$ cat src/rtl/mem_port_arbiter_pkg.sv
// Shared types and default widths for the unified-memory port arbiter.
package mem_arb_pkg;

    localparam int unsigned ADDR_W_DEF      = 32;
    localparam int unsigned DATA_W_DEF      = 32;
    localparam int unsigned TIMEOUT_CYC_DEF = 64;

    typedef enum logic [1:0] {
        IDLE,
        ISSUE,
        RESP
    } state_t;

    typedef enum logic {
        GNT_IF,
        GNT_DM
    } gnt_t;

endpackage

$ cat src/rtl/mem_port_arbiter_if.sv
// Bundle of fetch, data and memory-side signals around the arbiter.
// slave  : the arbiter's view (serves the pipeline, drives the memory).
// master : the environment's view (pipeline requesters plus memory model).
interface mem_port_arbiter_if
    import mem_arb_pkg::*;
#(
    parameter int unsigned ADDR_W = ADDR_W_DEF,
    parameter int unsigned DATA_W = DATA_W_DEF
);
    // fetch port
    logic                  if_req;
    logic [ADDR_W-1:0]     if_addr;
    logic                  if_ack;
    logic [DATA_W-1:0]     if_rdata;
    // data port
    logic                  dm_req;
    logic                  dm_we;
    logic [ADDR_W-1:0]     dm_addr;
    logic [DATA_W-1:0]     dm_wdata;
    logic [DATA_W/8-1:0]   dm_mask;
    logic                  dm_ack;
    logic [DATA_W-1:0]     dm_rdata;
    // status
    logic                  bus_err;
    logic                  stall_if;
    logic                  stall_dm;
    // memory side
    logic                  mem_req;
    logic                  mem_we;
    logic [ADDR_W-1:0]     mem_addr;
    logic [DATA_W-1:0]     mem_wdata;
    logic [DATA_W/8-1:0]   mem_mask;
    logic                  mem_ack;
    logic [DATA_W-1:0]     mem_rdata;

    modport slave (
        input  if_req, if_addr,
        output if_ack, if_rdata,
        input  dm_req, dm_we, dm_addr, dm_wdata, dm_mask,
        output dm_ack, dm_rdata,
        output bus_err, stall_if, stall_dm,
        output mem_req, mem_we, mem_addr, mem_wdata, mem_mask,
        input  mem_ack, mem_rdata
    );

    modport master (
        output if_req, if_addr,
        input  if_ack, if_rdata,
        output dm_req, dm_we, dm_addr, dm_wdata, dm_mask,
        input  dm_ack, dm_rdata,
        input  bus_err, stall_if, stall_dm,
        input  mem_req, mem_we, mem_addr, mem_wdata, mem_mask,
        output mem_ack, mem_rdata
    );

endinterface

$ cat src/rtl/mem_port_arbiter_timer.sv
// Saturating counter of ISSUE cycles; expire flags the last allowed cycle.
module mem_arb_timer
    import mem_arb_pkg::*;
#(
    parameter int unsigned TIMEOUT_CYC = TIMEOUT_CYC_DEF
) (
    input  logic clk,
    input  logic rst,
    input  logic clr,
    input  logic en,
    output logic expire
);
    localparam int unsigned CW = (TIMEOUT_CYC > 2) ? $clog2(TIMEOUT_CYC) : 1;
    localparam logic [CW-1:0] LAST = CW'(TIMEOUT_CYC - 1);

    logic [CW-1:0] cnt;

    // count while enabled, hold at the terminal value, restart on clear
    always_ff @(posedge clk or posedge rst) begin
        if (rst) begin
            cnt <= '0;
        end else if (clr) begin
            cnt <= '0;
        end else if (en && (cnt != LAST)) begin
            cnt <= cnt + CW'(1);
        end
    end

    assign expire = (cnt == LAST);

endmodule

$ cat src/rtl/mem_port_arbiter.sv
// Arbiter sharing one single-ported memory between fetch and load/store.
// Optional build macro MEM_ARB_RR_EN selects round-robin grant instead of
// fixed dm-over-if priority.
module mem_port_arbiter
    import mem_arb_pkg::*;
#(
    parameter int unsigned ADDR_W      = ADDR_W_DEF,
    parameter int unsigned DATA_W      = DATA_W_DEF,
    parameter int unsigned TIMEOUT_CYC = TIMEOUT_CYC_DEF
) (
    input  logic               clk,
    input  logic               rst,
    mem_port_arbiter_if.slave  bus
);
    localparam int unsigned MASK_W = DATA_W / 8;

    state_t              state, state_d;
    gnt_t                gnt, pick;
    logic                err_flag;
    logic                start, done_ok, done_to;
    logic                tmr_clr, tmr_en, tmr_expire;
    logic                if_ack, dm_ack, bus_err;

    logic                mem_req_q;
    logic                mem_we_q;
    logic [ADDR_W-1:0]   mem_addr_q;
    logic [DATA_W-1:0]   mem_wdata_q;
    logic [MASK_W-1:0]   mem_mask_q;
    logic [DATA_W-1:0]   if_rdata_q;
    logic [DATA_W-1:0]   dm_rdata_q;

    mem_arb_timer #(
        .TIMEOUT_CYC(TIMEOUT_CYC)
    ) u_timer (
        .clk    (clk),
        .rst    (rst),
        .clr    (tmr_clr),
        .en     (tmr_en),
        .expire (tmr_expire)
    );

`ifdef MEM_ARB_RR_EN
    gnt_t last_gnt;

    // on a tie the requester that did not win last time gets the port
    always_comb begin
        pick = GNT_IF;
        if (bus.dm_req && bus.if_req) begin
            pick = (last_gnt == GNT_DM) ? GNT_IF : GNT_DM;
        end else if (bus.dm_req) begin
            pick = GNT_DM;
        end
    end

    // remember the most recent winner
    always_ff @(posedge clk or posedge rst) begin
        if (rst) begin
            last_gnt <= GNT_IF;
        end else if (start) begin
            last_gnt <= pick;
        end
    end
`else
    // data stage always wins: it holds the older instruction
    always_comb begin
        pick = bus.dm_req ? GNT_DM : GNT_IF;
    end
`endif

    // state register
    always_ff @(posedge clk or posedge rst) begin
        if (rst) begin
            state <= IDLE;
        end else begin
            state <= state_d;
        end
    end

    // next state, transaction events and response strobes
    always_comb begin
        state_d = state;
        start   = 1'b0;
        done_ok = 1'b0;
        done_to = 1'b0;
        tmr_clr = 1'b1;
        tmr_en  = 1'b0;
        if_ack  = 1'b0;
        dm_ack  = 1'b0;
        bus_err = 1'b0;
        unique case (state)
            IDLE: begin
                if (bus.if_req || bus.dm_req) begin
                    start   = 1'b1;
                    state_d = ISSUE;
                end
            end
            ISSUE: begin
                tmr_clr = 1'b0;
                tmr_en  = 1'b1;
                if (bus.mem_ack) begin
                    done_ok = 1'b1;
                    state_d = RESP;
                end else if (tmr_expire) begin
                    done_to = 1'b1;
                    state_d = RESP;
                end
            end
            RESP: begin
                if_ack  = (gnt == GNT_IF);
                dm_ack  = (gnt == GNT_DM);
                bus_err = err_flag;
                state_d = IDLE;
            end
            default: state_d = IDLE;
        endcase
    end

    // memory command, grant, read data and error flag registers
    always_ff @(posedge clk or posedge rst) begin
        if (rst) begin
            gnt         <= GNT_IF;
            err_flag    <= 1'b0;
            mem_req_q   <= 1'b0;
            mem_we_q    <= 1'b0;
            mem_addr_q  <= '0;
            mem_wdata_q <= '0;
            mem_mask_q  <= '0;
            if_rdata_q  <= '0;
            dm_rdata_q  <= '0;
        end else begin
            if (start) begin
                gnt       <= pick;
                mem_req_q <= 1'b1;
                err_flag  <= 1'b0;
                if (pick == GNT_DM) begin
                    mem_we_q    <= bus.dm_we;
                    mem_addr_q  <= bus.dm_addr;
                    mem_wdata_q <= bus.dm_wdata;
                    mem_mask_q  <= bus.dm_mask;
                end else begin
                    mem_we_q    <= 1'b0;
                    mem_addr_q  <= bus.if_addr;
                    mem_wdata_q <= '0;
                    mem_mask_q  <= '1;
                end
            end
            if (done_ok) begin
                mem_req_q <= 1'b0;
                if (gnt == GNT_DM) dm_rdata_q <= bus.mem_rdata;
                else               if_rdata_q <= bus.mem_rdata;
            end
            if (done_to) begin
                mem_req_q <= 1'b0;
                err_flag  <= 1'b1;
                if (gnt == GNT_DM) dm_rdata_q <= '0;
                else               if_rdata_q <= '0;
            end
            if (state == RESP) begin
                err_flag <= 1'b0;
            end
        end
    end

    assign bus.mem_req   = mem_req_q;
    assign bus.mem_we    = mem_we_q;
    assign bus.mem_addr  = mem_addr_q;
    assign bus.mem_wdata = mem_wdata_q;
    assign bus.mem_mask  = mem_mask_q;
    assign bus.if_rdata  = if_rdata_q;
    assign bus.dm_rdata  = dm_rdata_q;
    assign bus.if_ack    = if_ack;
    assign bus.dm_ack    = dm_ack;
    assign bus.bus_err   = bus_err;
    assign bus.stall_if  = bus.if_req & ~if_ack;
    assign bus.stall_dm  = bus.dm_req & ~dm_ack;

endmodule
$ cat src/flat_wrapper.sv
// flat-port wrapper written by rule: the top's interface ports become plain ports
module mem_port_arbiter_flat import mem_arb_pkg::*;
#(
    parameter int unsigned ADDR_W      = ADDR_W_DEF,
    parameter int unsigned DATA_W      = DATA_W_DEF,
    parameter int unsigned TIMEOUT_CYC = TIMEOUT_CYC_DEF
)
  (clk, rst, bus_if_req, bus_if_addr, bus_if_ack, bus_if_rdata, bus_dm_req, bus_dm_we, bus_dm_addr, bus_dm_wdata, bus_dm_mask, bus_dm_ack, bus_dm_rdata, bus_bus_err, bus_stall_if, bus_stall_dm, bus_mem_req, bus_mem_we, bus_mem_addr, bus_mem_wdata, bus_mem_mask, bus_mem_ack, bus_mem_rdata);
  mem_port_arbiter_if #(.ADDR_W(ADDR_W), .DATA_W(DATA_W)) bus_i ();
  input  logic clk;
  input  logic rst;
  input wire logic [$bits(bus_i.if_req)-1:0] bus_if_req;
  input wire logic [$bits(bus_i.if_addr)-1:0] bus_if_addr;
  output wire logic [$bits(bus_i.if_ack)-1:0] bus_if_ack;
  output wire logic [$bits(bus_i.if_rdata)-1:0] bus_if_rdata;
  input wire logic [$bits(bus_i.dm_req)-1:0] bus_dm_req;
  input wire logic [$bits(bus_i.dm_we)-1:0] bus_dm_we;
  input wire logic [$bits(bus_i.dm_addr)-1:0] bus_dm_addr;
  input wire logic [$bits(bus_i.dm_wdata)-1:0] bus_dm_wdata;
  input wire logic [$bits(bus_i.dm_mask)-1:0] bus_dm_mask;
  output wire logic [$bits(bus_i.dm_ack)-1:0] bus_dm_ack;
  output wire logic [$bits(bus_i.dm_rdata)-1:0] bus_dm_rdata;
  output wire logic [$bits(bus_i.bus_err)-1:0] bus_bus_err;
  output wire logic [$bits(bus_i.stall_if)-1:0] bus_stall_if;
  output wire logic [$bits(bus_i.stall_dm)-1:0] bus_stall_dm;
  output wire logic [$bits(bus_i.mem_req)-1:0] bus_mem_req;
  output wire logic [$bits(bus_i.mem_we)-1:0] bus_mem_we;
  output wire logic [$bits(bus_i.mem_addr)-1:0] bus_mem_addr;
  output wire logic [$bits(bus_i.mem_wdata)-1:0] bus_mem_wdata;
  output wire logic [$bits(bus_i.mem_mask)-1:0] bus_mem_mask;
  input wire logic [$bits(bus_i.mem_ack)-1:0] bus_mem_ack;
  input wire logic [$bits(bus_i.mem_rdata)-1:0] bus_mem_rdata;
  assign bus_i.if_req = bus_if_req;
  assign bus_i.if_addr = bus_if_addr;
  assign bus_if_ack = bus_i.if_ack;
  assign bus_if_rdata = bus_i.if_rdata;
  assign bus_i.dm_req = bus_dm_req;
  assign bus_i.dm_we = bus_dm_we;
  assign bus_i.dm_addr = bus_dm_addr;
  assign bus_i.dm_wdata = bus_dm_wdata;
  assign bus_i.dm_mask = bus_dm_mask;
  assign bus_dm_ack = bus_i.dm_ack;
  assign bus_dm_rdata = bus_i.dm_rdata;
  assign bus_bus_err = bus_i.bus_err;
  assign bus_stall_if = bus_i.stall_if;
  assign bus_stall_dm = bus_i.stall_dm;
  assign bus_mem_req = bus_i.mem_req;
  assign bus_mem_we = bus_i.mem_we;
  assign bus_mem_addr = bus_i.mem_addr;
  assign bus_mem_wdata = bus_i.mem_wdata;
  assign bus_mem_mask = bus_i.mem_mask;
  assign bus_i.mem_ack = bus_mem_ack;
  assign bus_i.mem_rdata = bus_mem_rdata;
  mem_port_arbiter #(.ADDR_W(ADDR_W), .DATA_W(DATA_W), .TIMEOUT_CYC(TIMEOUT_CYC)) u_core (.clk(clk), .rst(rst), .bus(bus_i));
endmodule
$ cat config.mk
export PLATFORM = sky130hd
export DESIGN_NAME = mem_port_arbiter_flat
export DESIGN_NICKNAME = d
export VERILOG_FILES = /design/src/rtl/mem_port_arbiter_pkg.sv /design/src/rtl/mem_port_arbiter_if.sv /design/src/rtl/mem_port_arbiter_timer.sv /design/src/rtl/mem_port_arbiter.sv /design/src/flat_wrapper.sv
export SDC_FILE = /design/constraint.sdc
export NUM_CORES = 1
export LEC_CHECK = 0
export BUFFER_PORTS_ARGS = -buffer_cell sky130_fd_sc_hd__buf_2
export CORE_ASPECT_RATIO = 1.1
export CORE_UTILIZATION = 43
export DETAILED_ROUTE_END_ITERATION = 7
export PLACE_DENSITY = 0.76
export SLEW_MARGIN = 10
export SYNTH_ARGS = -nofsm -noshare
export SYNTH_HDL_FRONTEND = slang
export SYNTH_HIERARCHICAL = 1
export SYNTH_SLANG_ARGS = --single-unit
export TNS_END_PERCENT = 10
$ cat constraint.sdc
create_clock -name clk -period 4.1 [get_ports clk]
set_input_delay 0.41 -clock clk [delete_from_list [all_inputs] [get_ports clk]]
set_output_delay 0.41 -clock clk [all_outputs]
set_load 0.005 [all_outputs]
==> Word level (Yosys, flattened, before mapping) <==
Index checks and enable logic that the tools add are counted.
W data, S select, Z words.
{ "word_totals": {"out_inout_bits": 139, "input_bits": 138, "regBits": 144} }
{ "classes": {"bitwise": 5, "reduce_logical": 6, "n_addsub": 1, "mux": 36, "eq_ne": 7} }
{ "ops": {"columns": ["operator", "count"], "rows": [
  ["$mux W32", 10],
  ["$mux W1", 19],
  ["$mux W6", 2],
  ["$add A6 B1 Y6 const B", 1],
  ["$eq A6 B6 Y1 const B", 1],
  ["$mux W2", 3],
  ["$ne A6 B6 Y1 const B", 1],
  ["$reduce_bool A3 Y1", 2],
  ["$mux W4", 1],
  ["$pmux W2 S2", 1],
  ["$ne A3 B2 Y1 const B", 1],
  ["$not A1 Y1", 3],
  ["$and A1 B1 Y1", 2],
  ["$eq A2 B1 Y1 const B", 1],
  ["$eq A2 B2 Y1 const B", 1],
  ["$logic_not A2 Y1", 1],
  ["$ne A2 B1 Y1 const B", 1],
  ["$ne A2 B2 Y1 const B", 1],
  ["$reduce_and A2 Y1", 1],
  ["$logic_and A1 B1 Y1", 1],
  ["$logic_or A1 B1 Y1", 1]
]} }

==> Longest topological paths before layout <==
{ "depth": {"word_depth": 6, "mapped_depth": 8, "mapped_depth_nobuf": 6} }

==> Hierarchy <==
Netlist, hierarchy kept.
{ "modules_own_cells": {"columns": ["module", "seq_area_each_um2", "cells_per_inst", "area_per_inst_um2", "instances"], "rows": [
  ["mem_port_arbiter", 3453.3, 438, 6032.0, 1],
  ["mem_arb_timer", 150.1, 37, 369.1, 1]
]} }

==> Worst setup path before layout <==
No wires, ideal clock.
{ "synth_path": {"kind": "register to register", "start": "register u_core.u_timer.cnt[0]", "end": "register with a tool-made name", "path_stages_with_launch": 8, "arrival_time_ns": 1.681, "slack_ns": 2.291, "t_required_ns": 3.972, "setup_ns": 0.128, "cell_sequence": "dfrtp_1 -> ha_1 -> nand2_1 -> nor2_1 -> nor2_2 -> nor3_4 -> buf_6 -> mux2_1"} }
{ "synth_rtl": {"columns": ["element", "line", "source"], "rows": [
  ["start: declaration", "mem_port_arbiter_timer.sv:16", "logic [CW-1:0] cnt;"],
  ["start signal: assignment", "mem_port_arbiter_timer.sv:25", "cnt <= cnt + CW'(1);"]
]} }

==> Final worst setup path <==
{ "layout_path": {"start": "register u_core.state[0]", "end": "register u_core.gnt"} }
{ "layout_between": {"elab_chain_cells": 2} }
{ "layout_lines": {"columns": ["element", "line", "source"], "rows": [
  ["start: declaration", "mem_port_arbiter.sv:17", "state_t state, state_d;"],
  ["start signal: assignment", "mem_port_arbiter.sv:75", "state <= state_d;"],
  ["$logic_not A2 Y1", "mem_port_arbiter.sv:90", "unique case (state)"],
  ["$mux W1", "mem_port_arbiter.sv:90", null],
  ["end signal: assignment", "mem_port_arbiter.sv:132", "gnt <= pick;"],
  ["end: declaration", "mem_port_arbiter.sv:18", "gnt_t gnt, pick;"]
]} }
Every way passes these cells.
A chain may end at the register's enable or synchronous reset.

==> impl_metrics.py <==
metrics = {
    "clocking": {
        "cts_tree": "yes",
        "htreeDepth": 4,
        "cts_sinks": 144,
        "hold_buffers": 1,
        "clock_latency_ns": 0.41,
        "path_clk_slew_ns": 0.06,
        "ctsLongestPathBuffers": 2,
        "post_cts_resized": 0,
        "root_buffer": "clkbuf_16",
        "cts_buffers": 17,
        "postCtsSetupRepairBufs": 0,
    },
    "global_route": {
        "use_met1_pct": 25.1,
        "track_usage_pct": 21.2,
        "gr-total-overflow": 0,
        "grt_pass1_wl_um": 25100,
        "met3_usage_pct": 6.82,
        "grt.busiest_layer": "met2",
        "grt_max_degree": 82,
        "use_met2_pct": 35.9,
        "first_global_vias": 4902,
        "antenna_found_initial": 1,
    },
    "layout": {
        "layout_commonest_cell": "buf_2",
        "stdcell_count": 951,
        "multiInputGateArea_mm2": 0.00255,
        "nets": 884,
        "final_util_pct": 58.6,
        "syn_to_final_growth_pct": 32.8,
        "fillers": 1209,
        "layout-drive-gt1-share_pct": 63.1,
        "ff_latch_area_mm2": 0.00360,
        "final_cell_mix": "276 x buf_2, 144 x dfrtp_1, 112 x mux2_2",
    },
    "critical_path": {
        "required_ns": 4.40,
        "startpoint_type": "register",
        "crit_type": "reg -> reg",
        "crit_fanout": 34,
        "arrival_ns": 2.73,
        "end_kind": "register",
    },
    "sta": {
        "fmax_mhz": 411,
        "rsz0062_at_grt": "no",
        "finalCritPeriodShare_pct": 59.3,
        "fin_setup_tns_ns": 0,
        "fin_skew_ns": 0.00670,
        "maxSlewHeadroom_pct": 32.9,
        "fin_ws_ns": 1.67,
        "slew_viol_final": 0,
        "hold_violations": 0,
        "tightest_slew_ns": 1.01,
        "final.min_clock_period_ns": 2.43,
        "finalSetupViolations": 0,
    },
    "routing": {
        "via_count": 4898,
        "first_iter_violations": 263,
        "routed_wl_um": 16100,
        "via_per_inst": 5.15,
        "ant_nets": 0,
        "wl_per_cell_um": 16.9,
        "dr.pass1.iters": 4,
        "route.detailed.drc": 0,
    },
    "synthesis": {
        "synth_cell_type_count": 42,
        "synth_area_per_cell_um2": 13.5,
        "synth_top_family_by_area": "multiplexers",
        "seq_area_frac_synth_pct": 56.3,
        "yosysWarnings": 6,
        "synth_area_mm2": 0.00640,
        "synth-seq-cells": 144,
        "async_reset_ff_share_pct": 100,
        "synth-edff-count": 0,
        "synth_fp_nets": 614,
        "synth_top_cell_area_share_pct": 56.3,
        "synth-xor-area-share_pct": 0,
        "synthCells": 475,
        "synthAdderAreaFrac_pct": 0.195,
        "yosys.area.top_type": "dfrtp_1",
        "synthFlopType": "dfrtp_1",
        "synthMuxAreaShare_pct": 22.3,
        "synthSimpleGateAreaFrac_pct": 9.73,
        "synth_compound_area_share_pct": 7.54,
        "synth_area_leaders": "dfrtp_1 56%, mux2_2 20%, a21bo_2 5.2%, and3_1 2.9%, nand3_1 2.8%",
    },
    "pwr": {
        "power_density_mw_per_mm2": 699,
        "p_leak_nw": 4.53,
        "ir_worst_vdd_mv": 0.344,
    },
    "floorplan": {
        "initial_utilization_pct": 44.1,
        "dieArea_mm2": 0.0154,
        "die_w_um": 118,
        "core_mm2": 0.0145,
        "ios": 277,
        "std_cell_rows": 46,
        "die_h_um": 130,
    },
    "placed_design": {
        "dp.final_hpwl_um": 11500,
        "portBuffers": 276,
        "dp_slack_ns": 1.69,
        "place.gp.congestion": 0.783,
        "place_inst": 917,
    },
    "worst_hold_path": {
        "min_path_type": "in -> reg",
    },
    "status": {
        "status": "finished, final reports clean",
    },
    "run": {
        "maxCapViolCount": 0,
    },
}
==> stage by stage <==
step / hold slack [ns] / power [W] / instance area, µm²
finish: 0.266 / 0.00594 / 8500
global route: 0.273 / 0.00630 / 8500
CTS: 0.259 / 0.00600 / 8500
detailed placement: 0.370 / 0.00444 / 7890
global placement: 0.365 / 0.00432 / 7890
floorplan: 0.201 / 0.00353 / 6400
==> layer usage <==
| layer | up-vias | routed length (µm) |
|---|---|---|
| met5 | - | 0 |
| met4 | 0 | 310 |
| met3 | 24 | 1200 |
| met2 | 204 | 8180 |
| met1 | 2423 | 6420 |
| li1 | 2247 | - |
==> worst max-delay path, cell delays in order (launching register included) <==
cell and delay (ns):
dfrtp_1 0.50, nor2_4 0.66, o21ai_4 0.45, buf_4 0.38
mux2_2 0.30
==> kinds of logic (layout without fill, tap and decap cells) <==
group | Yosys count | count (layout)
flip-flops | 144 | 144
other | 0 | 1
AND/OR/NAND/NOR | 102 | 102
AO/OA/AOI/OAI | 55 | 55
buffers and inverters | 48 | 331
multiplexers | 125 | 125
adder cells (fa/ha/maj) | 1 | 1
==> cell type report <==
class	instances	share of cell area (%)
sequential	144	42.4
clock buffer	18	5.17
multi-input combinational	283	30.0
antenna	1	0.0294
clock inverter	14	1.84
tap	192	2.83
timing repair buffer	284	17.0
inverter	15	0.707
==> cells in the mapped netlist (2+ instances only) <==
cell      instances
clkbuf_1         14
and3_1           30
o311ai_1          2
mux2_2          112
dfrtp_1         144
nand2_1           6
a21bo_2          33
nor2b_1           2
inv_2             2
o22ai_1           3
a21oi_1           5
and4_4            2
nor2_1            6
mux2_4            5
nor4b_1           4
buf_1             3
inv_1            13
nand3_1          36
nor3b_1           3
buf_6             8
nand4_1           3
a31oi_1           2
o21ai_0           3
nor3_4            2
nor3_1            2
buf_2             7
mux2_1            8
==> path summary, 6_finish.rpt <==
path	startpoint	depth (start not counted)	to	slack, ns
hold reg to reg	register	1	register	0.48
hold / removal	bus_dm_mask[2]	3	u_core/bus.mem_mask[2]	0.27
max in group asynchronous	rst	4	u_core/bus.mem_addr[24]	2.53
setup / recovery	u_core/state[0]	4	u_core/gnt	1.67
setup reg to reg	u_core/state[0]	4	u_core/gnt	1.67
min in group asynchronous	rst	3	u_core/u_timer/cnt[5]	0.50
==> power breakdown <==
group	total (W)	switching (W)	leakage [nW]	internal, W
Sequential	0.00235	0.000341	1.84	0.00201
Combinational	0.00206	0.000961	2.40	0.00110
Clock	0.00154	0.000615	0.285	0.000921
(Power assumes the default switching activity.)
